===== src/rtl/seg7_pkg.sv =====
// Shared constants and types for the seg7_scan_disp eight-digit display scanner.
// Segment vectors are active-low in {CG,CF,CE,CD,CC,CB,CA} order.
package seg7_pkg;

    typedef logic [2:0] dig_idx_t;

    localparam int unsigned NUM_DIGITS = 8;
    localparam dig_idx_t    LAST_DIGIT = dig_idx_t'(NUM_DIGITS - 1);

    localparam logic [6:0] SEG_OFF = 7'h7F;
    localparam logic [7:0] AN_OFF  = 8'hFF;

    localparam logic [6:0] HEX_SEG [16] = '{
        7'b1000000, 7'b1111001, 7'b0100100, 7'b0110000,
        7'b0011001, 7'b0010010, 7'b0000010, 7'b1111000,
        7'b0000000, 7'b0010000, 7'b0001000, 7'b0000011,
        7'b1000110, 7'b0100001, 7'b0000110, 7'b0001110
    };

    // Active-low anode pattern with only digit d enabled.
    function automatic logic [7:0] an_select(input dig_idx_t d);
        return ~(8'b0000_0001 << d);
    endfunction

endpackage


===== src/rtl/hex7seg_dec.sv =====
// Combinational 4-bit to active-low seven-segment decoder.
// Glyph shapes come from the seg7_pkg table so every user shares one source.
module hex7seg_dec
    import seg7_pkg::*;
(
    input  logic [3:0] i_hex,
    output logic [6:0] o_seg
);

    assign o_seg = HEX_SEG[i_hex];

endmodule


===== src/rtl/seg7_scan_disp.sv =====
// Time-multiplexed 8-digit hex scanner with a frame-aligned double buffer.
// Define SEG7_LZB_EN to blank leading-zero digits (digit 0 always stays lit).
module seg7_scan_disp
    import seg7_pkg::*;
#(
    parameter int DIGIT_CYCLES = 100000
)
(
    input  logic        clk,
    input  logic        rst,
    input  logic [31:0] data,
    input  logic        load,
    input  logic [7:0]  dp_in,
    input  logic [7:0]  blank,
    output logic [7:0]  an,
    output logic [6:0]  seg,
    output logic        dp,
    output logic        frame_done
);

    localparam int                PCNT_W    = $clog2(DIGIT_CYCLES);
    localparam logic [PCNT_W-1:0] PCNT_LAST = PCNT_W'(DIGIT_CYCLES - 1);

    logic [PCNT_W-1:0] r_pcnt;
    dig_idx_t          r_dig;
    logic [31:0]       r_shown;
    logic [31:0]       r_pend;
    logic              r_pend_v;
    logic              r_wrap_q;
    logic [7:0]        r_an;
    logic [6:0]        r_seg;
    logic              r_dp;
    logic              r_frame_done;

    logic              w_tick;
    logic              w_wrap;
    logic [3:0]        w_nib;
    logic [6:0]        w_seg_dec;
    logic [7:0]        w_lzb;
    logic              w_off;

    assign w_tick = (r_pcnt == PCNT_LAST);
    assign w_wrap = w_tick && (r_dig == LAST_DIGIT);

    always_ff @(posedge clk or posedge rst) begin
        if (rst) begin
            r_pcnt <= '0;
            r_dig  <= '0;
        end else if (w_tick) begin
            r_pcnt <= '0;
            r_dig  <= r_dig + dig_idx_t'(1);
        end else begin
            r_pcnt <= r_pcnt + PCNT_W'(1);
        end
    end

    // A load coinciding with the wrap goes straight to the display word.
    always_ff @(posedge clk or posedge rst) begin
        if (rst) begin
            r_shown  <= '0;
            r_pend   <= '0;
            r_pend_v <= 1'b0;
        end else if (load && w_wrap) begin
            r_shown  <= data;
            r_pend_v <= 1'b0;
        end else if (load) begin
            r_pend   <= data;
            r_pend_v <= 1'b1;
        end else if (w_wrap && r_pend_v) begin
            r_shown  <= r_pend;
            r_pend_v <= 1'b0;
        end
    end

    assign w_nib = r_shown[4*r_dig +: 4];

    hex7seg_dec u_dec (
        .i_hex (w_nib),
        .o_seg (w_seg_dec)
    );

`ifdef SEG7_LZB_EN
    always_comb begin
        w_lzb = '0;
        for (int i = 1; i < 8; i++) begin
            w_lzb[i] = ((r_shown >> (4 * i)) == 32'd0);
        end
    end
`else
    assign w_lzb = '0;
`endif

    assign w_off = blank[r_dig] | w_lzb[r_dig];

    // frame_done is delayed one extra cycle so it lines up with the digit-0 anode.
    always_ff @(posedge clk or posedge rst) begin
        if (rst) begin
            r_an         <= AN_OFF;
            r_seg        <= SEG_OFF;
            r_dp         <= 1'b1;
            r_wrap_q     <= 1'b0;
            r_frame_done <= 1'b0;
        end else begin
            r_wrap_q     <= w_wrap;
            r_frame_done <= r_wrap_q;
            if (w_off) begin
                r_an  <= AN_OFF;
                r_seg <= SEG_OFF;
                r_dp  <= 1'b1;
            end else begin
                r_an  <= an_select(r_dig);
                r_seg <= w_seg_dec;
                r_dp  <= ~dp_in[r_dig];
            end
        end
    end

    assign an         = r_an;
    assign seg        = r_seg;
    assign dp         = r_dp;
    assign frame_done = r_frame_done;

endmodule


===== config.mk =====
export PLATFORM = sky130hd
export DESIGN_NAME = seg7_scan_disp
export DESIGN_NICKNAME = d
export VERILOG_FILES = /design/src/rtl/seg7_pkg.sv /design/src/rtl/hex7seg_dec.sv /design/src/rtl/seg7_scan_disp.sv
export SDC_FILE = /design/constraint.sdc
export NUM_CORES = 1
export LEC_CHECK = 0
export CORE_ASPECT_RATIO = 0.6
export CORE_UTILIZATION = 35
export CTS_CLUSTER_SIZE = 10
export DETAILED_ROUTE_END_ITERATION = 6
export PLACE_DENSITY = 0.52
export SLEW_MARGIN = 30
export SYNTH_ARGS = -nofsm -noshare
export SYNTH_HDL_FRONTEND = slang
export SYNTH_SLANG_ARGS = --single-unit

===== constraint.sdc =====
create_clock -name clk -period 4.65 [get_ports clk]
set_clock_uncertainty 0.1 [all_clocks]
set_input_delay 0.93 -clock clk [delete_from_list [all_inputs] [get_ports clk]]
set_output_delay 0.93 -clock clk [all_outputs]
set_load 0.01 [all_outputs]

==> metrics.md <==
| Metric | Value |
|---|---|
| Diode count | `0` |
| CTS root buffer | `clkbuf_16` |
| Period utilization | `67.94%` |
| Die W | `154.8 um` |
| Status | `finished clean` |
| Yosys warnings | `0` |
| Vias in the first global route | `3389` |
| Post-Route Setup TNS | `0 ns` |
| Share of layout cells above drive strength 1 | `24.16%` |
| Worst-path fanout max | `15` |
| CP bufs+invs | `2` |
| DIE AREA | `14500 um^2` |
| CTS tree | `yes` |
| Maximum vdd ir drop | `0.1772 mV` |
| Final min period | `3.159 ns` |
| Max Slew Vio Count | `0` |
| Post-CTS Repair Setup Buffers | `0` |
| Antenna violations before repair | `0` |
| Port-buffer cells | `67` |
| Bufs on Longest Clock Path | `2` |
| Critical path required time | `4.80 ns` |
| GR Util met2 | `23.76%` |
| Post-CTS Resized | `0` |
| Largest net degree at the start of global routing | `65` |
| Crit Path Category | `register to register` |
| Vias after detailed routing | `3314` |
| Gr usage total | `16.29%` |
| Static Leak | `2.475 nW` |
| Synth cell types | `48` |
| GRT busiest layer | `met2` |
| Die height | `93.67 um` |
| WL final | `10810 um` |
| Clk sinks | `103` |
| Final Cell Area | `6008 um^2` |
| Cell Area, Synth | `4902 um^2` |
| Post-Syn Nets | `474` |
| Met3 Usage GRT | `4.382%` |
| CTS buffer count | `9` |
| Initial Utilization | `35.87%` |
| Skew-Pair Late Insertion Delay | `0.34 ns` |
| Met1 Use GR | `23.63%` |
| Number of routed nets with antenna violations | `0` |
| Yosys reg bits | `103` |
| Most common cell after layout, fill and taps aside | `dfrtp_1` |
| Crit-path max cell delay | `0.77 ns` |
| Worst path most repeated cell | `inv_1` |
| Fillers | `1277` |
| RSZ-0062 raised after global routing | `false` |
| Relative slew slack | `37.09%` |
| Clock transition at path regs | `0.07 ns` |
| Synthesized area per cell | `11.93 um^2` |
| Crit-path cells | `mux4_2 -> mux2i_1 -> inv_1 -> ha_1 -> inv_1 -> nor3_1 -> a2111oi_0 -> nor2_1` |
| Final #Nets | `534` |
| GP Congestion | `0.8818` |
| Delay-heaviest family, CP | `multiplexers` |
| Core area | `13670 um^2` |
| Worst Path Arrival | `3.31 ns` |
| Max Cap Viol | `0` |
| First-pass GRT wire length | `17980 um` |
| CP startpoint kind | `register` |
| Seq/Total Area, Yosys | `52.99%` |
| CP endpoint kind | `register` |
| Layout area overhead | `22.56%` |
| Grt ovf | `0` |
| Cells after Synth | `411` |
| DR DRC count | `0` |
| Pre-Repair DR Iteration Count | `4` |
| Worst-Margin Slew | `0.9174 ns` |
| Placed Area | `5732 um^2` |
| Multi-input gate area | `2133 um^2` |
| Most frequent cells in the layout | `dfrtp_1 (87), clkdlybuf4s50_1 (67), nand2_1 (53)` |
| Setup Viol. Count Final | `0` |
| Crit-path slowest cell | `dfrtp_1` |
| FF/Latch Area | `2597 um^2` |
| Hold_buf cts | `0` |
| H-tree levels | `3` |
| Row count | `33` |
| Pwr/cell area | `312.6 nW/um^2` |
| Hold violation count in the final report | `0` |
| # IOs | `68` |
| Post-DR wirelength/cell | `16.18 um` |
| Fmax achieved | `316.5 MHz` |
| Number of DRC markers in iteration 0 | `204` |
| DP Wirelength | `7511 um` |
| Worst hold path type | `register to register` |
| Vias per cell | `4.961` |
[worst paths after layout]
kind / start / to / slack [ns] / cells after the start
worst min register to register: r_wrap_q / frame_done / 0.25 / 0
worst max register to register: r_dig[1] / seg[3] / 1.49 / 8
worst max-delay path: r_dig[1] / seg[3] / 1.49 / 8
min in group asynchronous: rst / r_dig[2] / 0.96 / 2
worst min-delay path: r_wrap_q / frame_done / 0.25 / 0
max in group asynchronous: rst / r_pend[23] / 2.76 / 3
[cells by family (layout without fill, tap and decap cells)]
logic type	count (synthesis)	count (layout)	share of synthesized area (%)
xor gates and xnor gates	16	16	2.859
DFF	103	103	52.99
buffers and inverters	34	99	3.752
muxes	52	52	14.04
AOI/OAI and AO/OA	86	86	12.66
and+or+nand+nor	108	108	10.64
adders and majority gates	12	12	3.063
[cell type report]
cell class                      count  share of cell area, %
Clock buffer                       11                  4.040
Clock inverter                      5                 0.5623
Inverter                           12                 0.7913
Multi-Input combinational cell    274                  35.51
Sequential cell                   103                  43.23
Tap cell                          192                  3.998
Timing Repair Buffer               71                  11.87
[worst reg2reg max path, stage by stage, from the launching register on]
cell	delay [ns]
dfrtp_1	0.77
mux4_2	0.60
mux2i_1	0.55
inv_1	0.18
ha_1	0.25
inv_1	0.08
nor3_1	0.07
a2111oi_0	0.40
nor2_1	0.08
[per-stage QoR]
stage	setup WS [ns]	utilization, %	total power [mW]	instances	hold WS, ns
CTS	1.513	43.96	1.910	668	0.2519
finish	1.491	43.96	1.878	668	0.2510
global route	1.090	43.96	1.967	668	0.2602
global placement	1.281	41.92	1.188	652	0.2374
floorplan	0.9426	-	1.097	411	0.2312
detailed placement	1.523	41.94	1.192	652	0.2363
[sequential cells by signal, summed over array words and instances, names as in the netlist]
name / flops
an: 8
dp: 1
frame_done: 1
r_dig: 3
r_pcnt: 17
r_pend: 32
r_pend_v: 1
r_shown: 32
r_wrap_q: 1
seg: 7
[routing by layer]
metal	wire (um)	part of all wire [%]
met1	5600	52
met2	4501	42
met3	577	5.3
met4	125	1.2
met5	0	0
[cells in the mapped netlist, drive strengths merged]
master | count | share of area, %
nand4b | 1 | 0.18
xnor2 | 10 | 1.8
a21oi | 3 | 0.31
o22ai | 33 | 4.2
dfstp | 16 | 8.6
nor2b | 2 | 0.26
mux2i | 8 | 1.6
buf | 14 | 2.2
nor2 | 21 | 1.6
nor4 | 2 | 0.56
o211ai | 2 | 0.31
or3 | 1 | 0.13
a22o | 1 | 0.18
o31ai | 1 | 0.26
nand3 | 9 | 1.0
nor3b | 1 | 0.15
o21ai | 37 | 5.9
dfrtp | 87 | 44
nor4b | 1 | 0.48
a2111oi | 2 | 0.36
xor2 | 6 | 1.1
nand2 | 53 | 4.1
nand4 | 2 | 0.26
or4 | 2 | 0.31
and4 | 2 | 0.36
nor3 | 5 | 0.51
clkbuf | 8 | 0.61
ha | 12 | 3.1
a22oi | 1 | 0.15
o221ai | 2 | 0.36
mux2 | 34 | 7.8
or2 | 2 | 0.26
a31oi | 2 | 0.26
o2bb2ai | 1 | 0.18
and3 | 1 | 0.13
o22a | 1 | 0.18
nand2b | 1 | 0.13
mux4 | 10 | 4.6
and2 | 2 | 0.26
inv | 12 | 0.92
[report_power, final]
part	internal [mW]	leakage, nW	switching (mW)
Clock	0.377	0.132	0.329
Sequential	0.948	1.27	0.0233
Combinational	0.108	1.08	0.0929
Power figures use the tool's default switching activity.
